<file path="config.mk">
export PLATFORM = sky130hd
export DESIGN_NAME = vga_timing_compositor
export DESIGN_NICKNAME = d
export VERILOG_FILES = /design/src/rtl/vga_timing_pkg.sv /design/src/rtl/vga_delay_line.sv /design/src/rtl/vga_timing_compositor.sv
export SDC_FILE = /design/constraint.sdc
export NUM_CORES = 1
export LEC_CHECK = 0
export ABC_AREA = 1
export BUFFER_PORTS_ARGS = -buffer_cell sky130_fd_sc_hd__buf_2
export CORE_MARGIN = 2
export CORE_UTILIZATION = 48
export DETAILED_ROUTE_END_ITERATION = 16
export HOLD_SLACK_MARGIN = 0.02
export PLACE_DENSITY = 0.84
export RECOVER_POWER = 50
export SLEW_MARGIN = 20
export SYNTH_ARGS = -nofsm -noshare
export SYNTH_HDL_FRONTEND = slang
export SYNTH_SLANG_ARGS = --single-unit
</file>
<file path="constraint.sdc">
create_clock -name clk -period 1.6 [get_ports clk]
set_input_delay 0.32 -clock clk [delete_from_list [all_inputs] [get_ports clk]]
set_output_delay 0.32 -clock clk [all_outputs]
set_load 0.02 [all_outputs]
</file>
<file path="src/rtl/vga_timing_pkg.sv">
// Shared XGA 1024x768@60 timing constants and pipeline flag type
// for the raster compositor and its delay line.
package vga_timing_pkg;

  localparam int H_ACTIVE = 1024;
  localparam int H_FP     = 24;
  localparam int H_SYNC   = 136;
  localparam int H_BP     = 160;
  localparam int V_ACTIVE = 768;
  localparam int V_FP     = 3;
  localparam int V_SYNC   = 6;
  localparam int V_BP     = 29;

  localparam int H_TOTAL  = H_ACTIVE + H_FP + H_SYNC + H_BP;
  localparam int V_TOTAL  = V_ACTIVE + V_FP + V_SYNC + V_BP;

  localparam int COLOR_W  = 6;

  // Flags that travel through the alignment pipeline alongside the sprite lookup.
  typedef struct packed {
    logic active;
    logic hsync;
    logic vsync;
  } sync_flags_t;

endpackage

</file>
<file path="src/rtl/vga_delay_line.sv">
// Fixed-depth shift register with an asynchronous reset value, used to
// align raster flags with the sprite unit's latency.
module vga_delay_line #(
  parameter int               WIDTH     = 1,
  parameter int               DEPTH     = 1,
  parameter logic [WIDTH-1:0] RESET_VAL = '0
) (
  input  logic             clk,
  input  logic             rst_n,
  input  logic [WIDTH-1:0] d_i,
  output logic [WIDTH-1:0] q_o
);

  logic [WIDTH-1:0] stage_q [DEPTH];

  always_ff @(posedge clk or negedge rst_n) begin
    if (!rst_n) begin
      for (int i = 0; i < DEPTH; i++) begin
        stage_q[i] <= RESET_VAL;
      end
    end else begin
      stage_q[0] <= d_i;
      for (int i = 1; i < DEPTH; i++) begin
        stage_q[i] <= stage_q[i-1];
      end
    end
  end

  assign q_o = stage_q[DEPTH-1];

endmodule

</file>
<file path="src/rtl/vga_timing_compositor.sv">
// XGA raster generator that feeds the sprite unit and drives the VGA pins
// with syncs and colour aligned to the sprite unit's PIPE_DLY latency.
module vga_timing_compositor
  import vga_timing_pkg::*;
#(
  parameter int H_ACTIVE = vga_timing_pkg::H_ACTIVE,
  parameter int H_FP     = vga_timing_pkg::H_FP,
  parameter int H_SYNC   = vga_timing_pkg::H_SYNC,
  parameter int H_BP     = vga_timing_pkg::H_BP,
  parameter int V_ACTIVE = vga_timing_pkg::V_ACTIVE,
  parameter int V_FP     = vga_timing_pkg::V_FP,
  parameter int V_SYNC   = vga_timing_pkg::V_SYNC,
  parameter int V_BP     = vga_timing_pkg::V_BP,
  parameter int PIPE_DLY = 1
) (
  input  logic               clk,
  input  logic               rst_n,
  input  logic               enable,
  input  logic [COLOR_W-1:0] fg_color,
  input  logic [COLOR_W-1:0] bg_color,
  input  logic               sprite_pixel_on,
  output logic [9:0]         pix_x,
  output logic [9:0]         pix_y,
  output logic               video_active,
  output logic               vsync,
  output logic               hsync_n,
  output logic               vsync_n,
  output logic [COLOR_W-1:0] rgb,
  output logic               line_start,
  output logic [7:0]         frame_count
);

  localparam logic [10:0] H_ACT_W  = 11'(H_ACTIVE);
  localparam logic [10:0] H_LAST   = 11'(H_ACTIVE + H_FP + H_SYNC + H_BP - 1);
  localparam logic [10:0] HS_START = 11'(H_ACTIVE + H_FP);
  localparam logic [10:0] HS_END   = 11'(H_ACTIVE + H_FP + H_SYNC);
  localparam logic [9:0]  V_ACT_W  = 10'(V_ACTIVE);
  localparam logic [9:0]  V_LAST   = 10'(V_ACTIVE + V_FP + V_SYNC + V_BP - 1);
  localparam logic [9:0]  VS_START = 10'(V_ACTIVE + V_FP);
  localparam logic [9:0]  VS_END   = 10'(V_ACTIVE + V_FP + V_SYNC);

  logic [10:0]        h_cnt_q, h_cnt_d;
  logic [9:0]         v_cnt_q, v_cnt_d;
  logic [7:0]         frame_q, frame_d;
  logic [COLOR_W-1:0] rgb_q, colour_d;
  logic               hsync_n_q, vsync_n_q;
  logic               live;
  sync_flags_t        flags_s0, flags_dly;

  always_comb begin
    h_cnt_d = h_cnt_q;
    v_cnt_d = v_cnt_q;
    frame_d = frame_q;
    if (!enable) begin
      h_cnt_d = '0;
      v_cnt_d = '0;
    end else if (h_cnt_q == H_LAST) begin
      h_cnt_d = '0;
      if (v_cnt_q == V_LAST) begin
        v_cnt_d = '0;
        frame_d = frame_q + 8'd1;
      end else begin
        v_cnt_d = v_cnt_q + 10'd1;
      end
    end else begin
      h_cnt_d = h_cnt_q + 11'd1;
    end
  end

  always_ff @(posedge clk or negedge rst_n) begin
    if (!rst_n) begin
      h_cnt_q <= '0;
      v_cnt_q <= '0;
      frame_q <= '0;
    end else begin
      h_cnt_q <= h_cnt_d;
      v_cnt_q <= v_cnt_d;
      frame_q <= frame_d;
    end
  end

  // Stage-0 decode is gated so that reset and disable force every raw flag inactive.
  assign live           = enable & rst_n;
  assign flags_s0.active = live && (h_cnt_q < H_ACT_W) && (v_cnt_q < V_ACT_W);
  assign flags_s0.hsync  = live && (h_cnt_q >= HS_START) && (h_cnt_q < HS_END);
  assign flags_s0.vsync  = live && (v_cnt_q >= VS_START) && (v_cnt_q < VS_END);

  assign pix_x        = flags_s0.active ? h_cnt_q[9:0] : '0;
  assign pix_y        = flags_s0.active ? v_cnt_q : '0;
  assign video_active = flags_s0.active;
  assign vsync        = flags_s0.vsync;
  assign line_start   = live && (h_cnt_q == '0);
  assign frame_count  = frame_q;

  vga_delay_line #(
    .WIDTH     ($bits(sync_flags_t)),
    .DEPTH     (PIPE_DLY),
    .RESET_VAL ('0)
  ) u_flag_dly (
    .clk   (clk),
    .rst_n (rst_n),
    .d_i   (flags_s0),
    .q_o   (flags_dly)
  );

  assign colour_d = flags_dly.active ? (sprite_pixel_on ? fg_color : bg_color) : '0;

  always_ff @(posedge clk or negedge rst_n) begin
    if (!rst_n) begin
      rgb_q     <= '0;
      hsync_n_q <= 1'b1;
      vsync_n_q <= 1'b1;
    end else begin
      rgb_q     <= colour_d;
      hsync_n_q <= ~flags_dly.hsync;
      vsync_n_q <= ~flags_dly.vsync;
    end
  end

  assign rgb     = rgb_q;
  assign hsync_n = hsync_n_q;
  assign vsync_n = vsync_n_q;

endmodule

</file>
# After elaboration in Yosys (flattened, before gate mapping)
# Cells that the tools add are included.
dict set report classes {
  n_addsub 3
  order_cmp 6
  n_eq_ne 3
  mux 9
  bitwise 3
  reduce_logical 9
}
# cell count
set ops {}
lappend ops {{10-bit 2-to-1 mux} 5}
lappend ops {{11-bit less-than comparator (second input constant)} 2}
lappend ops {{11-bit 2-to-1 mux} 2}
lappend ops {{10-bit less-than comparator (second input constant)} 2}
lappend ops {{6-bit 2-to-1 mux} 2}
lappend ops {{11-bit by 1-bit adder with 11-bit output (second input constant)} 1}
lappend ops {{11-bit equality test (second input constant)} 1}
lappend ops {{11-bit greater-or-equal comparator (second input constant)} 1}
lappend ops {{11-bit zero test} 1}
lappend ops {{10-bit by 1-bit adder with 10-bit output (second input constant)} 1}
lappend ops {{10-bit equality test (second input constant)} 1}
lappend ops {{10-bit greater-or-equal comparator (second input constant)} 1}
lappend ops {{8-bit by 1-bit adder with 8-bit output (second input constant)} 1}
lappend ops {{1-bit logical AND} 7}
lappend ops {{3-bit AND reduction} 1}
lappend ops {{2-bit by 1-bit inequality test with 1-bit output (second input constant)} 1}
lappend ops {{1-bit inverter} 2}
lappend ops {{1-bit AND} 1}
dict set report word_totals {
  ff_bits 40
  input_bits 16
  output_inout_bits 39
}

# Depth between registers and ports, before layout
# Gate-level depths: netlist of run 1.
dict set report logic_depth {
  ltp_word 4
  ltp_mapped 10
  ltp_nobuf 9
}

# Modules after synthesis
# Synthesis of run 1 repeated with hierarchy kept, for this count alone.
dict set report hier_totals {
  cells_unflattened 309
  area_unflattened_um2 2362.3
}
# mod instances cells_each area_each_um2
set by_module_without_submodules {}
lappend by_module_without_submodules {vga_timing_compositor 1 306 2287.2}
lappend by_module_without_submodules {vga_delay_line 1 3 75.1}

# Worst setup path before layout of run 1
# No wires, ideal clock.
dict set report synth_path {
  path_kind {register to output}
  from {reg v_cnt_q[0]}
  to {out vsync}
  arrival_time_ns 1.568
  t_required_ns 1.280
  slack_ns -0.288
  stages_incl_launch_ff 7
  path_buffers 0
  cell_sequence {dfrtp_1 -> inv_1 -> ha_1 -> a21oi_1 -> o21ai_0 -> nand3_1 -> nor4_1}
}
dict set report synth_between {
  elab_chain_len 3
}
# item line
set synth_lines {}
lappend synth_lines {{start, declared} vga_timing_compositor.sv:43} ;# logic [9:0] v_cnt_q, v_cnt_d;
lappend synth_lines {{start signal, assigned} vga_timing_compositor.sv:77} ;# v_cnt_q <= v_cnt_d;
lappend synth_lines {{10-bit greater-or-equal comparator} vga_timing_compositor.sv:86} ;# assign flags_s0.vsync = live && (v_cnt_q >= VS_START) && (v_cnt_q < VS_END);
lappend synth_lines {{1-bit logical AND} vga_timing_compositor.sv:86}
lappend synth_lines {{1-bit logical AND (*)} vga_timing_compositor.sv:86}
lappend synth_lines {{end, declared} vga_timing_compositor.sv:25} ;# output logic vsync,
# Every way passes the cells marked *; elsewhere a longest branch is shown, timed or not.

# Worst setup path in the final report of run 1
dict set report layout_path {
  from {reg v_cnt_q[1]}
  to {out vsync}
}
# Same word-level chain as after synthesis.

==> results of run 1 <==
==> worst paths after layout <==
path | startpoint | endpoint | slack, ps | cells past startpoint
setup / recovery | v_cnt_q[1]$_DFFE_PN0P_ | vsync | -330 | 7
hold / removal | fg_color[2] | rgb[2]$_DFF_PN0_ | 250 | 3
setup reg to reg | h_cnt_q[0]$_DFF_PN0_ | v_cnt_q[7]$_DFFE_PN0P_ | 50 | 8
hold reg to reg | u_flag_dly.q_o[0]$_DFF_PN0_ | vsync_n$_DFF_PN1_ | 360 | 1
max in group asynchronous | rst_n | h_cnt_q[10]$_DFF_PN0_ | 690 | 2
min in group asynchronous | rst_n | rgb[0]$_DFF_PN0_ | 280 | 2
==> through the flow <==
stage          setup slack, ps  area (um2)  cells  total power [mW]  setup TNS [ps]
2_1_floorplan            -70.6        2240    284              1.12           -1380
3_3_place_gp              62.7        2650    399              1.20               0
3_5_place_dp             -11.2        2650    399              1.20           -11.2
4_1_cts                   -346        3220    419              2.09           -3000
5_1_grt                   -445        3240    418              2.17           -4010
6_report                  -335        3240    418              2.08           -2560
==> registers in the layout, summed over array words and instances, names as in the netlist <==
register	count
u_flag_dly.q_o	3
vsync_n	1
rgb	6
h_cnt_q	11
hsync_n	1
v_cnt_q	10
frame_count	8
==> layout by cell type (no fill, tap or decap), types with 2 or more instances in the layout <==
cell type	synthesis	layout
dfrtp_1	38	38
buf_6	2	25
buf_4	0	21
nor3_1	5	4
xnor2_1	5	5
nor2_2	2	2
nand2_4	0	2
nand3_1	21	21
a21oi_1	7	7
xor2_1	9	9
a31oi_1	2	2
nand2_1	51	48
ha_1	6	4
dfstp_2	2	2
nor2_1	53	31
inv_1	38	33
nand2_2	3	4
o21ai_0	14	14
o21ai_2	6	6
buf_12	0	2
nor3_4	2	2
ha_4	0	2
nor2_4	1	23
clkbuf_8	0	5
buf_2	2	31
inv_2	0	3
nand4_1	9	9
==> cell usage after synthesis <==
library cell | count | area [um2]
o21ai_0 | 14 | 70.1
dfstp_2 | 2 | 52.6
nor2_4 | 1 | 11.3
nor3_4 | 2 | 32.5
nor2_2 | 2 | 12.5
buf_6 | 2 | 22.5
nand2_1 | 51 | 191
nor2_1 | 53 | 199
a31oi_1 | 2 | 12.5
nor4_1 | 2 | 12.5
clkbuf_1 | 3 | 11.3
dfrtp_1 | 38 | 951
ha_1 | 6 | 75.1
buf_2 | 2 | 10.0
nand2_2 | 3 | 18.8
a21oi_1 | 7 | 35.0
o31ai_1 | 1 | 7.51
o21ai_2 | 6 | 52.6
nor3_1 | 5 | 25.0
inv_1 | 38 | 143
xor2_1 | 9 | 78.8
nand3_1 | 21 | 105
nand4_1 | 9 | 56.3
xnor2_1 | 5 | 43.8
==> routing by layer <==
layer  GRT usage, %  part of all wire, %
met1           32.1                   40
met3           5.56                  3.6
met2           47.7                   54
met5              0                    0
met4           11.3                  1.9
==> where the power goes <==
part           leakage (nW)  internal (mW)  switching (mW)
Sequential            0.545           1.02          0.0126
Combinational         0.967         0.0852           0.134
Clock                0.0552          0.463           0.362
Total                  1.57           1.57           0.509
==> logic make-up (layout without fill, tap and decap cells) <==
kind of cell	Yosys count	count (layout)
adder cells (fa/ha/maj)	6	6
AND/OR/NAND/NOR	149	149
buffers and inverters	45	127
AO/OA/AOI/OAI	30	30
flip-flops	40	40
XOR/XNOR	14	14
==> worst min-delay path, delay by kind of cell <==
kind                   cells  cell delay (ps)
and+or+nand+nor            2              110
buffers and inverters      1               70
==> what timing repair did <==
item | 4_1_cts | 5_1_grt
setup buffers | 10 | 2
resized for setup | 107 | 19
pin swaps | 3 | 9
endpoints found under the setup margin | 23 | 46
gates cloned | 2 | 0
==> final cells by class <==
cell class | count | area [um2] | share of cell area (%)
multi-input cells | 199 | 1260 | 38.9
clock inverters | 2 | 35.0 | 1.08
repair buffers | 81 | 654 | 20.2
clock buffers | 6 | 72.6 | 2.24
well taps | 52 | 65.1 | 2.01
flip-flops and latches | 40 | 1000 | 31.0
inverters | 38 | 150 | 4.63
==> results_dict.tcl, run 1 <==
set metrics [dict create \
    status "complete, but fails checks" \
    violations "negative setup slack" \
    ant_nets 0 \
    clockBufferDepth 2 \
    clockRootBuffer "clkbuf_8" \
    path_delay_family "flip-flops" \
    die_h_um 72.2 \
    cp-end-kind "output pin" \
    fin_nets 387 \
    io_buffers 54 \
    setup_viol_count_final 23 \
    fin_crit_sh_pct 121 \
    drt_wl_total_mm 6.53 \
    nFillCells 301 \
    leakagePower_nw 1.57 \
    syn_nets 306 \
    synth_top_family_by_area "simple AND/OR/NAND/NOR gates" \
    ys.warnings.count 0 \
    cp_slowest_cell "dfrtp_1" \
    fmax_mhz 517 \
    overflow 0 \
    ir_drop_uv 546 \
    die_width_um 72.2 \
    yosys.area_share.adder_pct 3.37 \
    start_kind "flip-flop" \
    synth_compound_area_share_pct 7.97 \
    grt_pass1_vias 2291 \
    maxCapViolCount 0 \
    cp_slowest_stage_delay_ps 410 \
    hold_class "in -> reg" \
    clock_sinks 40 \
    finalCriticalPeriod_ps 1930 \
    postLayoutCoreUtil_pct 73.4 \
    drive_above_1_share_pct 37.7 \
    start_util_pct 50.5 \
    cp.required_ps 1280 \
    synth_xor_area_share_pct 5.50 \
    cp.arrival_ps 1610 \
    place.gp.congestion 0.872 \
    seq_area_frac_synth_pct 45.0 \
    slew-limit-headroom_pct 33.3 \
    ctsHtreeMaxLevel 2 \
    grt_antenna_before_repair 0 \
    grt_max_degree 41 \
    track_usage_pct 27.1 \
    hold_violations 0 \
    cts_buffers 5 \
    synth_area_mm2 0.00223 \
    tightest_slew_ps 1000 \
    crit_path_max_fanout 3 \
    viasPerCell 5.33 \
    drc 0 \
    muxShareOfSynthArea_pct 0 \
    dr.pass1.iters 4 \
    finClkSkew_ps 7.73 \
    area.growth.synth_to_final_pct 45.3 \
    die_area_mm2 0.00521 \
    dp_hpwl_mm 3.82 \
    power_density_mw_per_mm2 643 \
    ctsHoldBuffers 0 \
    yosys.area_share.simple_pct 29.8 \
    grt_pass1_wl_mm 10.8 \
    crit_type "reg -> out" \
    antenna_cells 0 \
    wl_per_cell_um 15.6 \
    path_clk_slew_ps 80 \
    timing.final.ws_setup_ps -335 \
    syn_avg_cell_area_um2 7.85 \
    yosys_register_bits 40 \
    ioPinCount 55 \
    synth_cell_types 24 \
    crit_path_cell_trace "inv_1 > ha_1 > a21oi_1 > o21ai_0 > nand3_1 > nor4_2 > buf_4" \
    row_count 24 \
    rsz0062_at_grt "true" \
    core_area_mm2 0.00441 \
    synth_cells 284 \
    crit_buf_inv 2 \
    cts_tree "done" \
    slew_viol_final 0 \
    initialDrtViolationCount 176 \
    clk_latency_ps 300 \
    vias 2229 \
    holdWs_ps 247 \
]
Power figures use the tool's default switching activity.
==> run 2, diff against run 1 <==
--- a/config.mk
+++ b/config.mk
@@ -7,6 +7,7 @@
 export LEC_CHECK = 0
 export ABC_AREA = 1
 export BUFFER_PORTS_ARGS = -buffer_cell sky130_fd_sc_hd__buf_2
+export CORE_ASPECT_RATIO = 0.7
 export CORE_MARGIN = 2
 export CORE_UTILIZATION = 48
 export DETAILED_ROUTE_END_ITERATION = 16
==> run 2 against run 1 <==
Net effect: the flow still finishes with violations (negative setup slack); critical path depth fell by 1; maximum frequency fell by 3.6%; setup slack got worse by 72 ps; clock power rose by 1%; via count fell by 0.13%; combinational power fell by 15%; die area rose by 0.16%; cell area fell by 1.5%; sequential power barely moved; cell count rose by 1.9%; critical path type unchanged; largest cell class unchanged; largest power group unchanged.
==> results_dict.tcl, run 2 (synthesis results as in run 1) <==
set metrics [dict create \
    ir_drop_uv 378 \
    setup_viol_count_final 28 \
    status "complete, but fails checks" \
    start_util_pct 50.6 \
    p_comb_share_pct 9.1 \
    hold_class "in -> reg" \
    crit_path_cell_trace "ha_2 > inv_2 > o21ai_1 > nand3_1 > nor4_2 > buf_4" \
    area.growth.synth_to_final_pct 43.2 \
    grt_max_degree 41 \
    grt_pass1_wl_mm 9.43 \
    core_area_mm2 0.00440 \
    cts_tree "done" \
    violations "negative setup slack" \
    rsz0062_at_grt "true" \
    die_width_um 85.5 \
    maxCapViolCount 0 \
    timing.final.ws_setup_ps -406 \
    ioPinCount 55 \
    drc 0 \
    dp_hpwl_mm 4.01 \
    p_sw_share_pct 24.2 \
    final_area_mm2 0.00319 \
    finClkSkew_ps 9.10 \
    ant_nets 0 \
    start_kind "flip-flop" \
    power.clock.fraction_pct 40.6 \
    ctsHtreeMaxLevel 2 \
    die_h_um 61.0 \
    slew_viol_final 0 \
    grt_pass1_vias 2064 \
    numPlacedInstances 406 \
    dp_slack_ps -20.9 \
    path_clk_slew_ps 80 \
    cp-end-kind "output pin" \
    leakagePower_nw 1.58 \
    clockRootBuffer "clkbuf_8" \
    crit_path_max_fanout 3 \
    layout_commonest_cell "nand2_1" \
    register_area_mm2 0.00100 \
    overflow 0 \
    power_density_mw_per_mm2 644 \
    cp_slowest_stage_delay_ps 410 \
    fin_cells 426 \
    placed_cell_area_mm2 0.00268 \
    row_count 20 \
    io_buffers 54 \
    drive_above_1_share_pct 41.0 \
    finalCriticalPeriod_ps 2010 \
    dr.pass1.iters 4 \
    largest_register_ffs 11 \
    wl_per_cell_um 14.5 \
    tightest_slew_ps 1030 \
    cp_slowest_cell "dfrtp_1" \
    clockBufferDepth 2 \
    hold_violations 0 \
    cp.required_ps 1280 \
    track_usage_pct 23.3 \
    multi_input_area_mm2 0.00124 \
    drt_wl_total_mm 6.17 \
    p_int_mw 1.56 \
    postLayoutCoreUtil_pct 72.5 \
    grt_antenna_before_repair 0 \
    crit_type "reg -> out" \
    ctsHoldBuffers 0 \
    slew-limit-headroom_pct 31.5 \
    power_frac_seq_pct 50.3 \
    vias 2226 \
    nFillCells 322 \
    clock_sinks 40 \
    largest-register "h_cnt_q" \
    fin_nets 392 \
    clk_latency_ps 300 \
    antenna_cells 0 \
    place.gp.congestion 0.896 \
    holdWs_ps 260 \
    fin_crit_sh_pct 125 \
    initialDrtViolationCount 117 \
    viasPerCell 5.23 \
    fmax_mhz 498 \
    die_area_mm2 0.00521 \
    cp.arrival_ps 1690 \
    p_switching_mw 0.497 \
    final_cell_mix "nand2_1, buf_2, nor2_1" \
    cts_buffers 5 \
]
[run 2: final cells by class]
type | instances | share of cell area, %
well taps | 55 | 2.16
flip-flops and latches | 40 | 31.5
repair buffers | 85 | 19.5
clock inverters | 3 | 1.33
inverters | 38 | 4.47
clock buffers | 5 | 2.16
multi-input cells | 200 | 38.9
[run 2: critical path: cells and delay by family, from the launching register on]
family          cells  cell delay [ps]
flops               1              410
simple gates        2              360
buf+inv             2              250
fa+ha+maj           1              230
compound gates      1              150
[run 2: timing repair]
item,in CTS,in global routing
gates resized for setup,19,69
setup buffers,9,5
endpoints found under the hold margin,0,0
gates cloned,0,2
pin swaps,5,15
setup endpoints to repair,23,51
[run 2: power groups by stage]
stage | clock [mW] | sequential, mW | combinational, mW
3_5_place_dp | 0 | 1.05 | 0.147
5_1_grt | 0.892 | 1.04 | 0.206
6_report | 0.833 | 1.03 | 0.187
2_1_floorplan | 0 | 1.06 | 0.0582
4_1_cts | 0.840 | 1.03 | 0.157
3_3_place_gp | 0 | 1.05 | 0.144
[run 2: routing by layer]
layer / track usage, % / wire (um)
met5: 0 / 0
met4: 5.90 / 90
met3: 4.96 / 431
met2: 38.8 / 2880
met1: 31.9 / 2770
[run 2: per-stage QoR]
stage | setup TNS (ps) | power (mW)
2_1_floorplan | -1380 | 1.12
3_3_place_gp | 0 | 1.20
3_5_place_dp | -20.9 | 1.20
4_1_cts | -2510 | 2.03
5_1_grt | -5680 | 2.13
6_report | -3200 | 2.06
[run 2: final timing paths]
check / depth (start not counted) / endpoint / start / slack (ps)
setup / recovery: 6 / vsync / v_cnt_q[1]$_DFFE_PN0P_ / -410
hold / removal: 3 / rgb[2]$_DFF_PN0_ / fg_color[2] / 260
setup reg to reg: 9 / u_flag_dly.q_o[0]$_DFF_PN0_ / v_cnt_q[1]$_DFFE_PN0P_ / -80
hold reg to reg: 1 / hsync_n$_DFF_PN1_ / u_flag_dly.q_o[1]$_DFF_PN0_ / 370
max in group asynchronous: 2 / v_cnt_q[8]$_DFFE_PN0P_ / rst_n / 500
min in group asynchronous: 2 / v_cnt_q[3]$_DFFE_PN0P_ / rst_n / 400
==> run 3, diff against run 2 <==
--- a/config.mk
+++ b/config.mk
@@ -14,6 +14,7 @@
 export HOLD_SLACK_MARGIN = 0.02
 export PLACE_DENSITY = 0.84
 export RECOVER_POWER = 50
+export REMOVE_ABC_BUFFERS = 1
 export SLEW_MARGIN = 20
 export SYNTH_ARGS = -nofsm -noshare
 export SYNTH_HDL_FRONTEND = slang
==> run 3 against run 2 <==
Net effect: the run still ends with negative setup slack left; first-iteration DRC count is 1.7% higher; critical path depth stayed put; utilization is 4.6 points higher.
==> results_dict.tcl, run 3 (synthesis results as in run 1) <==
set metrics [dict create \
    vias 2284 \
    layout_commonest_cell "nand2_1" \
    die_area_mm2 0.00521 \
    initialDrtViolationCount 119 \
    antenna_cells 0 \
    hold_path_end "rgb[4]$_DFF_PN0_" \
    reg2reg_from "v_cnt_q[1]$_DFFE_PN0P_" \
    start_kind "flip-flop" \
    row_count 20 \
    io_buffers 54 \
    timing.final.ws_setup_ps -312 \
    r2r.worst_path.cells 9 \
    drc 0 \
    ir_drop_uv 612 \
    die_h_um 61.0 \
    fin_nets 399 \
    ioPinCount 55 \
    setup_viol_count_final 32 \
    start_util_pct 50.6 \
    finalCriticalPeriod_ps 1910 \
    ctsHtreeMaxLevel 2 \
    overflow 0 \
    grt_pass1_wl_mm 8.84 \
    ant_nets 0 \
    maxCapViolCount 0 \
    p_int_mw 1.75 \
    track_usage_pct 21.9 \
    p_sw_share_pct 22.8 \
    final.setup.tns_ps -3220 \
    cts_buffers 5 \
    wl_per_cell_um 15.4 \
    die_width_um 85.5 \
    whs_path_depth 3 \
    tightest_slew_ps 1020 \
    violations "negative setup slack" \
    fin_crit_sh_pct 120 \
    clockRootBuffer "clkbuf_8" \
    crit_path_max_fanout 3 \
    area.growth.synth_to_final_pct 52.2 \
    power_density_mw_per_mm2 666 \
    clock_sinks 40 \
    placed_cell_area_mm2 0.00268 \
    grt_pass1_vias 1980 \
    drt_wl_total_mm 6.66 \
    r2r_end "frame_count[6]$_DFFE_PN0P_" \
    core_area_mm2 0.00440 \
    finClkSkew_ps 13.9 \
    dr.pass1.iters 5 \
    cts_tree "done" \
    cp.required_ps 1280 \
    cp.arrival_ps 1590 \
    grt_antenna_before_repair 0 \
    p_switching_mw 0.515 \
    power.clock.fraction_pct 43.7 \
    fin_cells 433 \
    drive_above_1_share_pct 41.3 \
    slew-limit-headroom_pct 32.3 \
    power_frac_seq_pct 45.8 \
    hp-start "fg_color[4]" \
    status "complete, but fails checks" \
    clk_latency_ps 300 \
    cp-end-kind "output pin" \
    numPlacedInstances 407 \
    nFillCells 301 \
    p_comb_share_pct 10.4 \
    final_area_mm2 0.00339 \
    place.gp.congestion 0.884 \
    largest-register "h_cnt_q" \
    fmax_mhz 523 \
    largest_register_ffs 11 \
    slew_viol_final 0 \
    clockBufferDepth 2 \
    reg2reg_slack_ps -40 \
    dp_hpwl_mm 4.00 \
    viasPerCell 5.27 \
    leakagePower_nw 1.66 \
    rsz0062_at_grt "true" \
    crit_type "reg -> out" \
    hold_violations 0 \
    grt_max_degree 41 \
    hold_class "in -> reg" \
    path_clk_slew_ps 90 \
    final_cell_mix "nand2_1, dfrtp_1, buf_4" \
]
==> run 3: cell count changes in the layout (fill, tap and decap cells not counted), moves of 3 or more <==
cell	change
ha_1	+3
nand3_2	-4
nand3_1	+4
nor2_1	-7
nor2_2	-5
buf_4	+7
buf_2	-9
nand2_2	-6
nand2_1	+4
nor2_4	+12
inv_1	-3
buf_6	+7
==> run 3: critical path: stages, from the launching register on <==
cell and delay (ps):
dfrtp_1 400, ha_2 220, inv_2 40, o21ai_1 110, nand3_1 140, nor4_4 200
buf_4 190
==> run 3: what timing repair did <==
action                     CTS  global route
gates cloned                 0             3
pin swaps                    0             8
hold buffers                 0             0
gates resized for setup     11           117
setup buffers                1            16
setup endpoints to repair   27            48
==> run 3: layer usage <==
layer | track usage (%) | share of wire [%]
met4 | 5.90 | 2.1
met1 | 29.5 | 42
met2 | 36.4 | 50
met3 | 5.63 | 6.3
met5 | 0 | 0
==> run 3: worst max path at each step <==
| stage | startpoint | end | slack [ps] |
|---|---|---|---|
| 2_1_floorplan | v_cnt_q[0]$_DFFE_PN0P_ | vsync | -290 |
| 3_3_place_gp | v_cnt_q[0]$_DFFE_PN0P_ | vsync | 30 |
| 3_5_place_dp | v_cnt_q[0]$_DFFE_PN0P_ | vsync | -100 |
| 4_1_cts | v_cnt_q[0]$_DFFE_PN0P_ | vsync | -300 |
| 5_1_grt | v_cnt_q[0]$_DFFE_PN0P_ | vsync | -410 |
| 6_report | v_cnt_q[0]$_DFFE_PN0P_ | vsync | -310 |
==> run 3: area by class of cell <==
type	count	area [um2]	share of cell area, %
Inverter	38	160	4.72
Timing Repair Buffer	92	754	22.2
Clock inverter	2	60.1	1.77
Multi-Input combinational cell	200	1270	37.5
Tap cell	55	68.8	2.03
Clock buffer	6	72.6	2.14
Sequential cell	40	1000	29.6
==> run 3: power groups by stage <==
stage	combinational, mW	sequential, mW	clock, mW
CTS	0.147	1.04	0.991
finish	0.236	1.04	0.989
detailed placement	0.143	1.05	0
global route	0.257	1.04	1.04
floorplan	0.0513	1.06	0
global placement	0.141	1.05	0
==> run 3: per-stage QoR <==
stage          utilization (%)  worst slack (ps)  hold slack [ps]  total power [mW]
6_report                  77.1              -312              244              2.26
5_1_grt                   77.1              -414              283              2.33
4_1_cts                   64.7              -300              121              2.17
3_5_place_dp              60.9             -96.3              340              1.20
3_3_place_gp              60.9              27.2              344              1.19
2_1_floorplan                -              -291             24.4              1.11
